[src/rtl/sim_run_ctrl_if.sv]
// Bus between a CPU-side test harness (master) and the run controller (slave):
// run control, PC/halt observation, check channels and the latched verdict.
interface sim_run_ctrl_if #(
  parameter int CNT_W  = 32,
  parameter int ADDR_W = 16,
  parameter int NCHK   = 4,
  parameter int DATA_W = 16
);
  logic                     start;
  logic                     abort;
  logic                     halt;
  logic [ADDR_W-1:0]        pc;
  logic [NCHK-1:0]          chk_valid;
  logic [NCHK*DATA_W-1:0]   chk_data;
  logic [NCHK*DATA_W-1:0]   chk_expect;
  logic                     busy;
  logic                     done;
  logic                     pass;
  logic [2:0]               status;
  logic [CNT_W-1:0]         cycle_count;
  logic [CNT_W-1:0]         err_count;
  logic [NCHK-1:0]          err_mask;

  modport master (
    output start, abort, halt, pc, chk_valid, chk_data, chk_expect,
    input  busy, done, pass, status, cycle_count, err_count, err_mask
  );

  modport slave (
    input  start, abort, halt, pc, chk_valid, chk_data, chk_expect,
    output busy, done, pass, status, cycle_count, err_count, err_mask
  );
endinterface

[src/rtl/sim_run_ctrl.sv]
// Run controller: cycle counting, halt/timeout/stall/abort detection, per-channel
// result compare and one latched verdict held until the next start.

module sim_run_ctrl_lane #(
  parameter int DATA_W = 16
) (
  input  logic              valid,
  input  logic [DATA_W-1:0] data,
  input  logic [DATA_W-1:0] exp_d,
  output logic              mis
);
  assign mis = valid && (data != exp_d);
endmodule

module sim_run_ctrl #(
  parameter int CNT_W       = 32,
  parameter int TIMEOUT     = 1000000,
  parameter int ADDR_W      = 16,
  parameter int STALL_LIMIT = 1024,
  parameter int DRAIN_CYC   = 8,
  parameter int NCHK        = 4,
  parameter int DATA_W      = 16
) (
  input  logic          clk,
  input  logic          rst_n,
  sim_run_ctrl_if.slave bus
);
  localparam int SL_W  = $clog2(STALL_LIMIT);
  localparam int DR_W  = (DRAIN_CYC > 0) ? $clog2(DRAIN_CYC + 1) : 1;
  localparam int SUM_W = CNT_W + 5;

  localparam logic [CNT_W-1:0] TO_V      = CNT_W'(TIMEOUT);
  localparam logic [SL_W-1:0]  STALL_END = SL_W'(STALL_LIMIT - 1);

  typedef enum logic [1:0] {S_IDLE, S_RUN, S_DRAIN, S_DONE} state_t;
  typedef enum logic [2:0] {
    ST_NONE = 3'd0, ST_PASS = 3'd1, ST_CHECK_FAIL = 3'd2,
    ST_TIMEOUT = 3'd3, ST_STALL = 3'd4, ST_ABORT = 3'd5
  } status_t;

  state_t            state_q, state_n;
  status_t           status_q, status_n;
  logic [CNT_W-1:0]  cyc_q, cyc_n;
  logic [CNT_W-1:0]  err_q, err_n;
  logic [NCHK-1:0]   mask_q, mask_n;
  logic [SL_W-1:0]   stall_q, stall_n;
  logic [ADDR_W-1:0] last_pc_q, last_pc_n;
  logic [DR_W-1:0]   drain_q, drain_n;
  logic              busy_q, busy_n;
  logic              done_q, done_n;
  logic              pass_q, pass_n;

  logic [NCHK-1:0][DATA_W-1:0] dat_v, exp_v;
  logic [NCHK-1:0]             mis;
  logic [4:0]                  mis_cnt;
  logic [SUM_W-1:0]            err_sum;
  logic [CNT_W-1:0]            err_sat;
  logic                        checking;
  logic                        pc_same;

  assign dat_v = bus.chk_data;
  assign exp_v = bus.chk_expect;

  generate
    for (genvar i = 0; i < NCHK; i++) begin : g_lane
      sim_run_ctrl_lane #(.DATA_W(DATA_W)) u_lane (
        .valid (bus.chk_valid[i]),
        .data  (dat_v[i]),
        .exp_d (exp_v[i]),
        .mis   (mis[i])
      );
    end
  endgenerate

  always_comb begin
    mis_cnt = '0;
    for (int i = 0; i < NCHK; i++) mis_cnt = mis_cnt + 5'(mis[i]);
  end

  // Wide sum so several simultaneous mismatches cannot wrap past the saturation point.
  assign err_sum = SUM_W'(err_q) + SUM_W'(mis_cnt);
  assign err_sat = (|err_sum[SUM_W-1:CNT_W]) ? '1 : err_sum[CNT_W-1:0];
  assign pc_same = (bus.pc == last_pc_q);

  function automatic status_t verdict(input logic [CNT_W-1:0] errs);
    return (errs == '0) ? ST_PASS : ST_CHECK_FAIL;
  endfunction

  always_comb begin
    state_n   = state_q;
    status_n  = status_q;
    cyc_n     = cyc_q;
    err_n     = err_q;
    mask_n    = mask_q;
    stall_n   = stall_q;
    last_pc_n = last_pc_q;
    drain_n   = drain_q;
    checking  = (state_q == S_RUN) || (state_q == S_DRAIN);

    if (checking) begin
      err_n  = err_sat;
      mask_n = mask_q | mis;
    end

    unique case (state_q)
      S_IDLE, S_DONE: begin
        if (bus.start) begin
          state_n   = S_RUN;
          status_n  = ST_NONE;
          cyc_n     = '0;
          err_n     = '0;
          mask_n    = '0;
          stall_n   = '0;
          last_pc_n = bus.pc;
        end
      end
      S_RUN: begin
        cyc_n     = cyc_q + CNT_W'(1);
        stall_n   = pc_same ? stall_q + SL_W'(1) : '0;
        last_pc_n = bus.pc;
        if (bus.abort) begin
          state_n  = S_DONE;
          status_n = ST_ABORT;
        end else if (bus.halt) begin
          if (DRAIN_CYC == 0) begin
            state_n  = S_DONE;
            status_n = verdict(err_n);
          end else begin
            state_n = S_DRAIN;
            drain_n = DR_W'(DRAIN_CYC);
          end
        end else if (cyc_n == TO_V) begin
          state_n  = S_DONE;
          status_n = ST_TIMEOUT;
        end else if (pc_same && stall_n == STALL_END) begin
          state_n  = S_DONE;
          status_n = ST_STALL;
        end
      end
      S_DRAIN: begin
        // Verdict uses err_n so a mismatch on the final drain cycle still counts.
        if (bus.abort) begin
          state_n  = S_DONE;
          status_n = ST_ABORT;
        end else if (drain_q == '0) begin
          state_n  = S_DONE;
          status_n = verdict(err_n);
        end else begin
          drain_n = drain_q - DR_W'(1);
        end
      end
      default: state_n = S_IDLE;
    endcase

    busy_n = (state_n == S_RUN) || (state_n == S_DRAIN);
    done_n = (state_n == S_DONE);
    pass_n = done_n && (status_n == ST_PASS);
  end

  always_ff @(posedge clk or negedge rst_n) begin
    if (!rst_n) begin
      state_q   <= S_IDLE;
      status_q  <= ST_NONE;
      cyc_q     <= '0;
      err_q     <= '0;
      mask_q    <= '0;
      stall_q   <= '0;
      last_pc_q <= '0;
      drain_q   <= '0;
      busy_q    <= 1'b0;
      done_q    <= 1'b0;
      pass_q    <= 1'b0;
    end else begin
      state_q   <= state_n;
      status_q  <= status_n;
      cyc_q     <= cyc_n;
      err_q     <= err_n;
      mask_q    <= mask_n;
      stall_q   <= stall_n;
      last_pc_q <= last_pc_n;
      drain_q   <= drain_n;
      busy_q    <= busy_n;
      done_q    <= done_n;
      pass_q    <= pass_n;
    end
  end

  assign bus.busy        = busy_q;
  assign bus.done        = done_q;
  assign bus.pass        = pass_q;
  assign bus.status      = status_q;
  assign bus.cycle_count = cyc_q;
  assign bus.err_count   = err_q;
  assign bus.err_mask    = mask_q;
endmodule

[src/flat_wrapper.sv]
// flat-port wrapper written by rule: the top's interface ports become plain ports
module sim_run_ctrl_flat 
#(
  parameter int CNT_W       = 32,
  parameter int TIMEOUT     = 1000000,
  parameter int ADDR_W      = 16,
  parameter int STALL_LIMIT = 1024,
  parameter int DRAIN_CYC   = 8,
  parameter int NCHK        = 4,
  parameter int DATA_W      = 16
)
  (clk, rst_n, bus_start, bus_abort, bus_halt, bus_pc, bus_chk_valid, bus_chk_data, bus_chk_expect, bus_busy, bus_done, bus_pass, bus_status, bus_cycle_count, bus_err_count, bus_err_mask);
  sim_run_ctrl_if #(.CNT_W(CNT_W), .ADDR_W(ADDR_W), .NCHK(NCHK), .DATA_W(DATA_W)) bus_i ();
  input  logic clk;
  input  logic rst_n;
  input wire logic [$bits(bus_i.start)-1:0] bus_start;
  input wire logic [$bits(bus_i.abort)-1:0] bus_abort;
  input wire logic [$bits(bus_i.halt)-1:0] bus_halt;
  input wire logic [$bits(bus_i.pc)-1:0] bus_pc;
  input wire logic [$bits(bus_i.chk_valid)-1:0] bus_chk_valid;
  input wire logic [$bits(bus_i.chk_data)-1:0] bus_chk_data;
  input wire logic [$bits(bus_i.chk_expect)-1:0] bus_chk_expect;
  output wire logic [$bits(bus_i.busy)-1:0] bus_busy;
  output wire logic [$bits(bus_i.done)-1:0] bus_done;
  output wire logic [$bits(bus_i.pass)-1:0] bus_pass;
  output wire logic [$bits(bus_i.status)-1:0] bus_status;
  output wire logic [$bits(bus_i.cycle_count)-1:0] bus_cycle_count;
  output wire logic [$bits(bus_i.err_count)-1:0] bus_err_count;
  output wire logic [$bits(bus_i.err_mask)-1:0] bus_err_mask;
  assign bus_i.start = bus_start;
  assign bus_i.abort = bus_abort;
  assign bus_i.halt = bus_halt;
  assign bus_i.pc = bus_pc;
  assign bus_i.chk_valid = bus_chk_valid;
  assign bus_i.chk_data = bus_chk_data;
  assign bus_i.chk_expect = bus_chk_expect;
  assign bus_busy = bus_i.busy;
  assign bus_done = bus_i.done;
  assign bus_pass = bus_i.pass;
  assign bus_status = bus_i.status;
  assign bus_cycle_count = bus_i.cycle_count;
  assign bus_err_count = bus_i.err_count;
  assign bus_err_mask = bus_i.err_mask;
  sim_run_ctrl #(.CNT_W(CNT_W), .TIMEOUT(TIMEOUT), .ADDR_W(ADDR_W), .STALL_LIMIT(STALL_LIMIT), .DRAIN_CYC(DRAIN_CYC), .NCHK(NCHK), .DATA_W(DATA_W)) u_core (.clk(clk), .rst_n(rst_n), .bus(bus_i));
endmodule
[config.mk]
export PLATFORM = sky130hd
export DESIGN_NAME = sim_run_ctrl_flat
export DESIGN_NICKNAME = d
export VERILOG_FILES = /design/src/rtl/sim_run_ctrl_if.sv /design/src/rtl/sim_run_ctrl.sv /design/src/flat_wrapper.sv
export SDC_FILE = /design/constraint.sdc
export NUM_CORES = 1
export LEC_CHECK = 0
export CORE_MARGIN = 3
export CORE_UTILIZATION = 48
export DETAILED_ROUTE_END_ITERATION = 6
export GPL_ROUTABILITY_DRIVEN = 0
export PLACE_DENSITY = 0.93
export SLEW_MARGIN = 40
export SYNTH_ARGS = -nofsm -noshare
export SYNTH_HDL_FRONTEND = slang
export SYNTH_SLANG_ARGS = --single-unit
[constraint.sdc]
create_clock -name clk -period 4.3 [get_ports clk]
set_clock_uncertainty 0.05 [all_clocks]
set_input_delay 0.43 -clock clk [delete_from_list [all_inputs] [get_ports clk]]
set_output_delay 0.43 -clock clk [all_outputs]
set_load 0.01 [all_outputs]
After elaboration in Yosys (flattened, before gate mapping)
Index checks and enable logic that the tools add are counted.
{"block": "op_classes", "bitwise_logic": 1, "reduce_logical": 17, "mux": 36, "addsub": 7, "n_eq_ne": 19}
{"operator": "$mux W32", "n": 5}
{"operator": "$ne A16 B16 Y1", "n": 4}
{"operator": "$pmux W32 S2", "n": 1}
{"operator": "$add A32 B5 Y33", "n": 1}
{"operator": "$add A32 B1 Y32 const B", "n": 1}
{"operator": "$eq A32 B20 Y1 const B", "n": 1}
{"operator": "$logic_not A32 Y1", "n": 1}
{"operator": "$pmux W16 S2", "n": 1}
{"operator": "$mux W4", "n": 7}
{"operator": "$mux W3", "n": 7}
{"operator": "$mux W10", "n": 2}
{"operator": "$pmux W10 S2", "n": 1}
{"operator": "$eq A16 B16 Y1", "n": 1}
{"operator": "$mux W16", "n": 1}
{"operator": "$mux W2", "n": 8}
{"operator": "$add A10 B1 Y10 const B", "n": 1}
{"operator": "$add A5 B1 Y5", "n": 2}
{"operator": "$eq A10 B10 Y1 const B", "n": 1}
{"operator": "$ne A2 B2 Y1 const B", "n": 5}
{"operator": "$pmux W3 S3", "n": 1}
{"operator": "$eq A2 B2 Y1 const B", "n": 4}
{"operator": "$pmux W4 S2", "n": 1}
{"operator": "$logic_and A1 B1 Y1", "n": 6}
{"operator": "$pmux W2 S3", "n": 1}
{"operator": "13 further kinds", "n": 16}
{"block": "word_totals", "word_cells": 91, "reg_bits": 106, "inputBits": 153, "output_inout_bits": 74}

Depth between registers and ports, before layout
{"block": "depth", "ltp_word": 16, "mapped_depth": 21, "depth_no_buf": 20}

Hierarchy
Synthesis repeated with hierarchy kept, for this count alone.
{"block": "unflattened", "cells_unflattened": 932, "area_unflattened_um2": 7990.2}
{"mod": "sim_run_ctrl", "cells_per_inst": 848, "seq_area_each_um2": 2652.5, "area_per_inst_um2": 7284.5, "n_inst": 1}
{"mod": "sim_run_ctrl_lane", "cells_per_inst": 21, "seq_area_each_um2": 0.0, "area_per_inst_um2": 176.4, "n_inst": 4}

Least setup slack after synthesis
Ideal clock, no wire load.
{"block": "synth_timing", "path_kind": "input -> register", "start": "input port bus_chk_expect[28]", "end": "register u_core.pass_q (netlist: u_core.bus.pass)", "setup_time_ps": 95, "setup_slack_ps": -894, "required_time_ps": 4155, "arrival_ps": 5049, "stages": 21, "path_buffers": 1, "cell_sequence": "xor2_1 > nor4_1 > nand2_1 > o31a_1 > ha_1 > inv_1 > fa_1 > inv_1 > ha_1 > inv_1 > fa_1 > nand2b_1 > a2111oi_4 > buf_6 > nand3_1 > xor2_1 > nor4b_1 > and4_1 > or4b_1 > a221o_2 > nor4b_2"}
{"block": "synth_via", "elab_chain_len": 16}
{"element": "start, declared", "line_no": "flat_wrapper.sv:22", "rtl": "input wire logic [$bits(bus_i.chk_expect)-1:0] bus_chk_expect;"}
{"element": "$ne A16 B16 Y1 *", "line_no": "sim_run_ctrl.sv:12", "rtl": "assign mis = valid && (data != exp_d);"}
{"element": "$logic_and A1 B1 Y1 *", "line_no": "sim_run_ctrl.sv:12"}
{"element": "$add A1 B1 Y2 *", "line_no": "sim_run_ctrl.sv:77", "rtl": "for (int i = 0; i < NCHK; i++) mis_cnt = mis_cnt + 5'(mis[i]);"}
{"element": "$add A5 B1 Y5 * (2 in series)", "line_no": "sim_run_ctrl.sv:77"}
{"element": "$add A32 B5 Y33 *", "line_no": "sim_run_ctrl.sv:81", "rtl": "assign err_sum = SUM_W'(err_q) + SUM_W'(mis_cnt);"}
{"element": "$reduce_or A5 Y1", "line_no": "sim_run_ctrl.sv:82", "rtl": "assign err_sat = (|err_sum[SUM_W-1:CNT_W]) ? '1 : err_sum[CNT_W-1:0];"}
{"element": "$mux W32 *", "line_no": "sim_run_ctrl.sv:82"}
{"element": "$mux W32 *", "line_no": "sim_run_ctrl.sv:100", "rtl": "if (checking) begin"}
{"element": "$logic_not A32 Y1 *", "line_no": "sim_run_ctrl.sv:86", "rtl": "return (errs == '0) ? ST_PASS : ST_CHECK_FAIL;"}
{"element": "$mux W2 *", "line_no": "sim_run_ctrl.sv:86"}
{"element": "$mux W3 *", "line_no": "sim_run_ctrl.sv:145", "rtl": "end else if (drain_q == '0) begin"}
{"element": "$mux W3 *", "line_no": "sim_run_ctrl.sv:142", "rtl": "if (bus.abort) begin"}
{"element": "$pmux W3 S3 *", "line_no": "sim_run_ctrl.sv:105", "rtl": "unique case (state_q)"}
{"element": "named net u_core.status_n[1]", "line_no": "sim_run_ctrl.sv:42", "rtl": "status_t status_q, status_n;"}
{"element": "$eq A3 B1 Y1 *", "line_no": "sim_run_ctrl.sv:157", "rtl": "pass_n = done_n && (status_n == ST_PASS);"}
{"element": "$logic_and A1 B1 Y1 *", "line_no": "sim_run_ctrl.sv:157"}
{"element": "named net u_core.pass_n", "line_no": "sim_run_ctrl.sv:51", "rtl": "logic pass_q, pass_n;"}
{"element": "end signal, assigned", "line_no": "sim_run_ctrl.sv:184", "rtl": "pass_q <= pass_n;"}
{"element": "end, declared", "line_no": "sim_run_ctrl.sv:51"}
The timed path passes the listed nets; every way through them passes the cells marked *.
A chain may end at the register's enable or synchronous reset.

Worst setup path after layout
{"block": "layout_timing", "start": "input port bus_chk_expect[25]", "end": "register u_core.pass_q (netlist: u_core.bus.pass)"}
The elaborated chain is that of the path after synthesis.

==> qor.csv <==
stage;metric;value;unit
synthesis;Syn Inst Count;848;
power_and_ir_drop;Leak;0.004284;µW
worst_setup_path;worst r2r src;u_core.bus.cycle_count[13];
worst_setup_path;Setup crit end kind;register;
cts;clk slew on worst S/H paths;0.07;ns
cts;Root Buffer;clkbuf_16;
worst_setup_path;CP Launch Type;input port;
route;DR iter-0 viols;787;
synthesis;Synth warnings;0;
cts;CTS buffer count;9;
synthesis;post-synthesis sequential area ratio;0.3539;
global_route;vias in the first global route;7618;
synthesis;Post-synth top flop;dfrtp_1;
route;Final ANT Viol Nets;0;
cells_and_area;Area growth, synth to finish;40.90;%
die;Initial Util;0.4912;
global_route;global-route wire length before repair;37850;µm
worst_setup_path;R2R Setup Slk;0.27;ns
worst_setup_path;Worst Setup EP;u_core.bus.pass;
route;DR pass1 iterations;5;
synthesis;Synth async-reset ratio;1.000;
worst_setup_path;WP data arrival;5.47;ns
cts;CTS tree;yes;
placement;dpl ws;-1.719;ns
cts;H-tree level count;3;
cts;CTS max path bufs;2;
placement;port buffer count;226;
route;via count;7883;
sta;Tightest Pin Transition;0.7374;ns
sta;fin crit share;1.221;
global_route;GR Overflow Total;0;
global_route;initial antenna violation count;0;
synthesis;area leader, netlist;dfrtp_1;
placement;HPWL after DPL;18040;µm
synthesis;syn avg cell area;8.838;µm²
synthesis;EDFF count, synth;0;
cells_and_area;layout cells sized above 1;0.1538;
cells_and_area;Inserted Diodes;0;
route;Total Wirelength;24470;µm
sta;final setup fails;3;
synthesis;post-synthesis register bit count;106;
synthesis;Cell variety after synth;83;
synthesis;top cell type's share of synthesized area;0.3539;
worst_setup_path;CP Max Fanout;5;
sta;worst setup margin;-0.9523;ns
route;drt wl/cell;18.68;µm
sta;Worst slew margin;0.5084;
sta;RSZ-0062 raised after global routing;true;
die;io pins;227;
cells_and_area;most common cell after layout, fill and taps aside;clkdlybuf4s50_1;
cells_and_area;Layout Cells excl Fill;1310;
synthesis;syn_nets;1016;
die;Die H;131.0;µm
sta;Final Hold Violating Endpoints;1;
synthesis;netlist area before placement;7495;µm²
die;die area;17150;µm²
route;Vias/cell;6.018;
sta;Hold Slack;-0.007719;ns
sta;f_max;190.4;MHz
power_and_ir_drop;maximum vdd drop;0.3095;mV
placement;Post-Place Cells;1289;
die;Rows;45;
route;DRC Markers;0;
worst_hold_path;worst hold path type;input port to async pin;
global_route;GR Util All Layers;0.2782;
global_route;largest net degree at the start of global routing;78;
sta;min cycle time layout;5.252;ns
die;core region area;15260;µm²
run;max-cap violation count;0;
worst_setup_path;CP required;4.52;ns
worst_setup_path;R2R Path End;u_core.bus.pass;
die;die width;131.0;µm
worst_setup_path;reg2reg path depth;13;
run_status;outcome;finished with violations;
run_status;failing checks;negative hold slack, negative setup slack;
cts;clk_lat worst skew;0.36;ns
cts;Post-CTS Hold Fix Bufs;0;
worst_setup_path;kind of critical path;input port to register;
synthesis;largest cells by area after synthesis;dfrtp_1 35%, xor2_1 6.9%, xnor2_1 6.2%;
cells_and_area;final net count;1263;
cts;Clock Sinks;106;
cells_and_area;commonest non-fill, non-tap cells in the layout;161 x clkdlybuf4s50_1, 106 x dfrtp_1, 72 x o21ai_0, 56 x nand2_1, 56 x buf_4;
worst_setup_path;critical path launch point;bus_chk_expect[25];
cells_and_area;filler instances;1154;
sta;Final Max Tran Viols;0;
power_and_ir_drop;PD cells;377.4;nW/µm²
[metrics by stage]
stage	hold slack [ns]	total power, µW	TNS [ns]	util	cell area [µm²]
3_3_place_gp	0.4313	3100	-13.25	0.6696	10220
4_1_cts	0.08485	3971	-2.155	0.6852	10460
6_report	-0.007719	3986	-2.338	0.6921	10560
2_1_floorplan	0.08441	2449	-1.416	-	7530
3_5_place_dp	0.4512	3165	-17.35	0.6700	10220
5_1_grt	0.1010	4236	-2.746	0.6921	10560
[per-layer routing]
metal | vias up | share of wire | global-route usage
met4 | 0 | 0.041 | 0.1319
met2 | 432 | 0.51 | 0.5036
met5 | - | 0 | 0
li1 | 3604 | - | -
met1 | 3758 | 0.37 | 0.3182
met3 | 89 | 0.078 | 0.04553
[cell usage after synthesis (3+ instances only)]
master      n
dfrtp_1   106
o21ai_0    72
xor2_1     59
nand2_1    57
xnor2_1    53
nor2_1     52
nand3_1    46
a21oi_1    39
nand4_1    36
clkbuf_1   32
inv_1      22
nor3_1     20
and3_1     17
mux2_2     17
nor4_1     17
o31ai_1    15
a31oi_1    14
ha_1       13
and4_1     11
nand2b_1   10
buf_2       8
o22ai_1     7
and2_1      6
nor2b_1     6
a21o_1      5
a22oi_1     5
o21ai_1     5
mux2i_1     4
nor3b_1     4
o31a_1      4
o41ai_1     4
or4_1       4
a211o_1     3
a31o_2      3
buf_4       3
buf_6       3
o211ai_1    3
[worst min-delay path by stage]
stage / to / slack (ns) / from / depth (start not counted)
floorplan: u_core.bus.busy / 0.08 / rst_n / 0
global placement: u_core.stall_q[5] / 0.43 / u_core.stall_q[5] / 1
detailed placement: u_core.stall_q[5] / 0.45 / u_core.stall_q[5] / 1
CTS: u_core.bus.cycle_count[4] / 0.08 / rst_n / 1
global route: u_core.bus.cycle_count[4] / 0.10 / rst_n / 1
finish: u_core.bus.cycle_count[4] / -0.008 / rst_n / 1
[kinds of logic (layout without fill, tap and decap cells)]
kind of cell               after synthesis  count (layout)  share of synthesized area
buffers and inverters                   70             321                    0.04224
AOI/OAI and AO/OA                      206             206                     0.1743
and+or+nand+nor                        317             317                     0.2392
DFF                                    106             106                     0.3539
adders and majority gates               15              15                    0.02705
muxes                                   22              22                    0.03239
xor gates and xnor gates               112             112                     0.1309
[worst max-delay path: stages]
cell           delay [ns]
dlygate4sd2_1        0.26
xor2_1               0.18
nor4_2               0.17
nand2_1              0.08
o31a_1               0.31
ha_4                 0.29
inv_2                0.03
fa_1                 0.44
inv_1                0.07
ha_2                 0.19
inv_2                0.04
fa_2                 0.33
nand2b_4             0.17
a2111oi_4            0.37
buf_6                0.20
nand3_2              0.10
xor2_2               0.19
nor4b_4              0.28
and4_1               0.21
or4b_4               0.47
a221o_2              0.39
nor4b_2              0.25
[power breakdown]
part / switching (µW) / internal, µW
clock network: 387 / 422
logic: 1000 / 853
registers: 146 / 1180
total: 1540 / 2450
[area by class of cell]
class	count	area, µm²	area share
clock buffer	11	252.7	0.02393
clock inverter	4	26.28	0.002488
inverter	22	82.58	0.007820
multi-input combinational	672	4717	0.4467
sequential	106	2653	0.2512
tap	211	264.0	0.02500
timing repair buffer	284	2565	0.2429
[registers in the layout, summed over array words and instances (netlist names)]
name and count:
u_core.drain_q 4, u_core.bus.err_mask 4, u_core.bus.busy 1, u_core.bus.status 3, u_core.stall_q 10, u_core.bus.err_count 32
u_core.bus.done 1, u_core.bus.cycle_count 32, u_core.last_pc_q 16, u_core.bus.pass 1, u_core.state_q 2
[repair_timing]
action,4_1_cts,5_1_grt
gates resized for setup,135,25
endpoints found under the setup margin,20,14
hold endpoints to repair,0,0
pin swaps,26,4
setup buffers,2,4
Note: power is estimated with default switching activity, not from simulation.
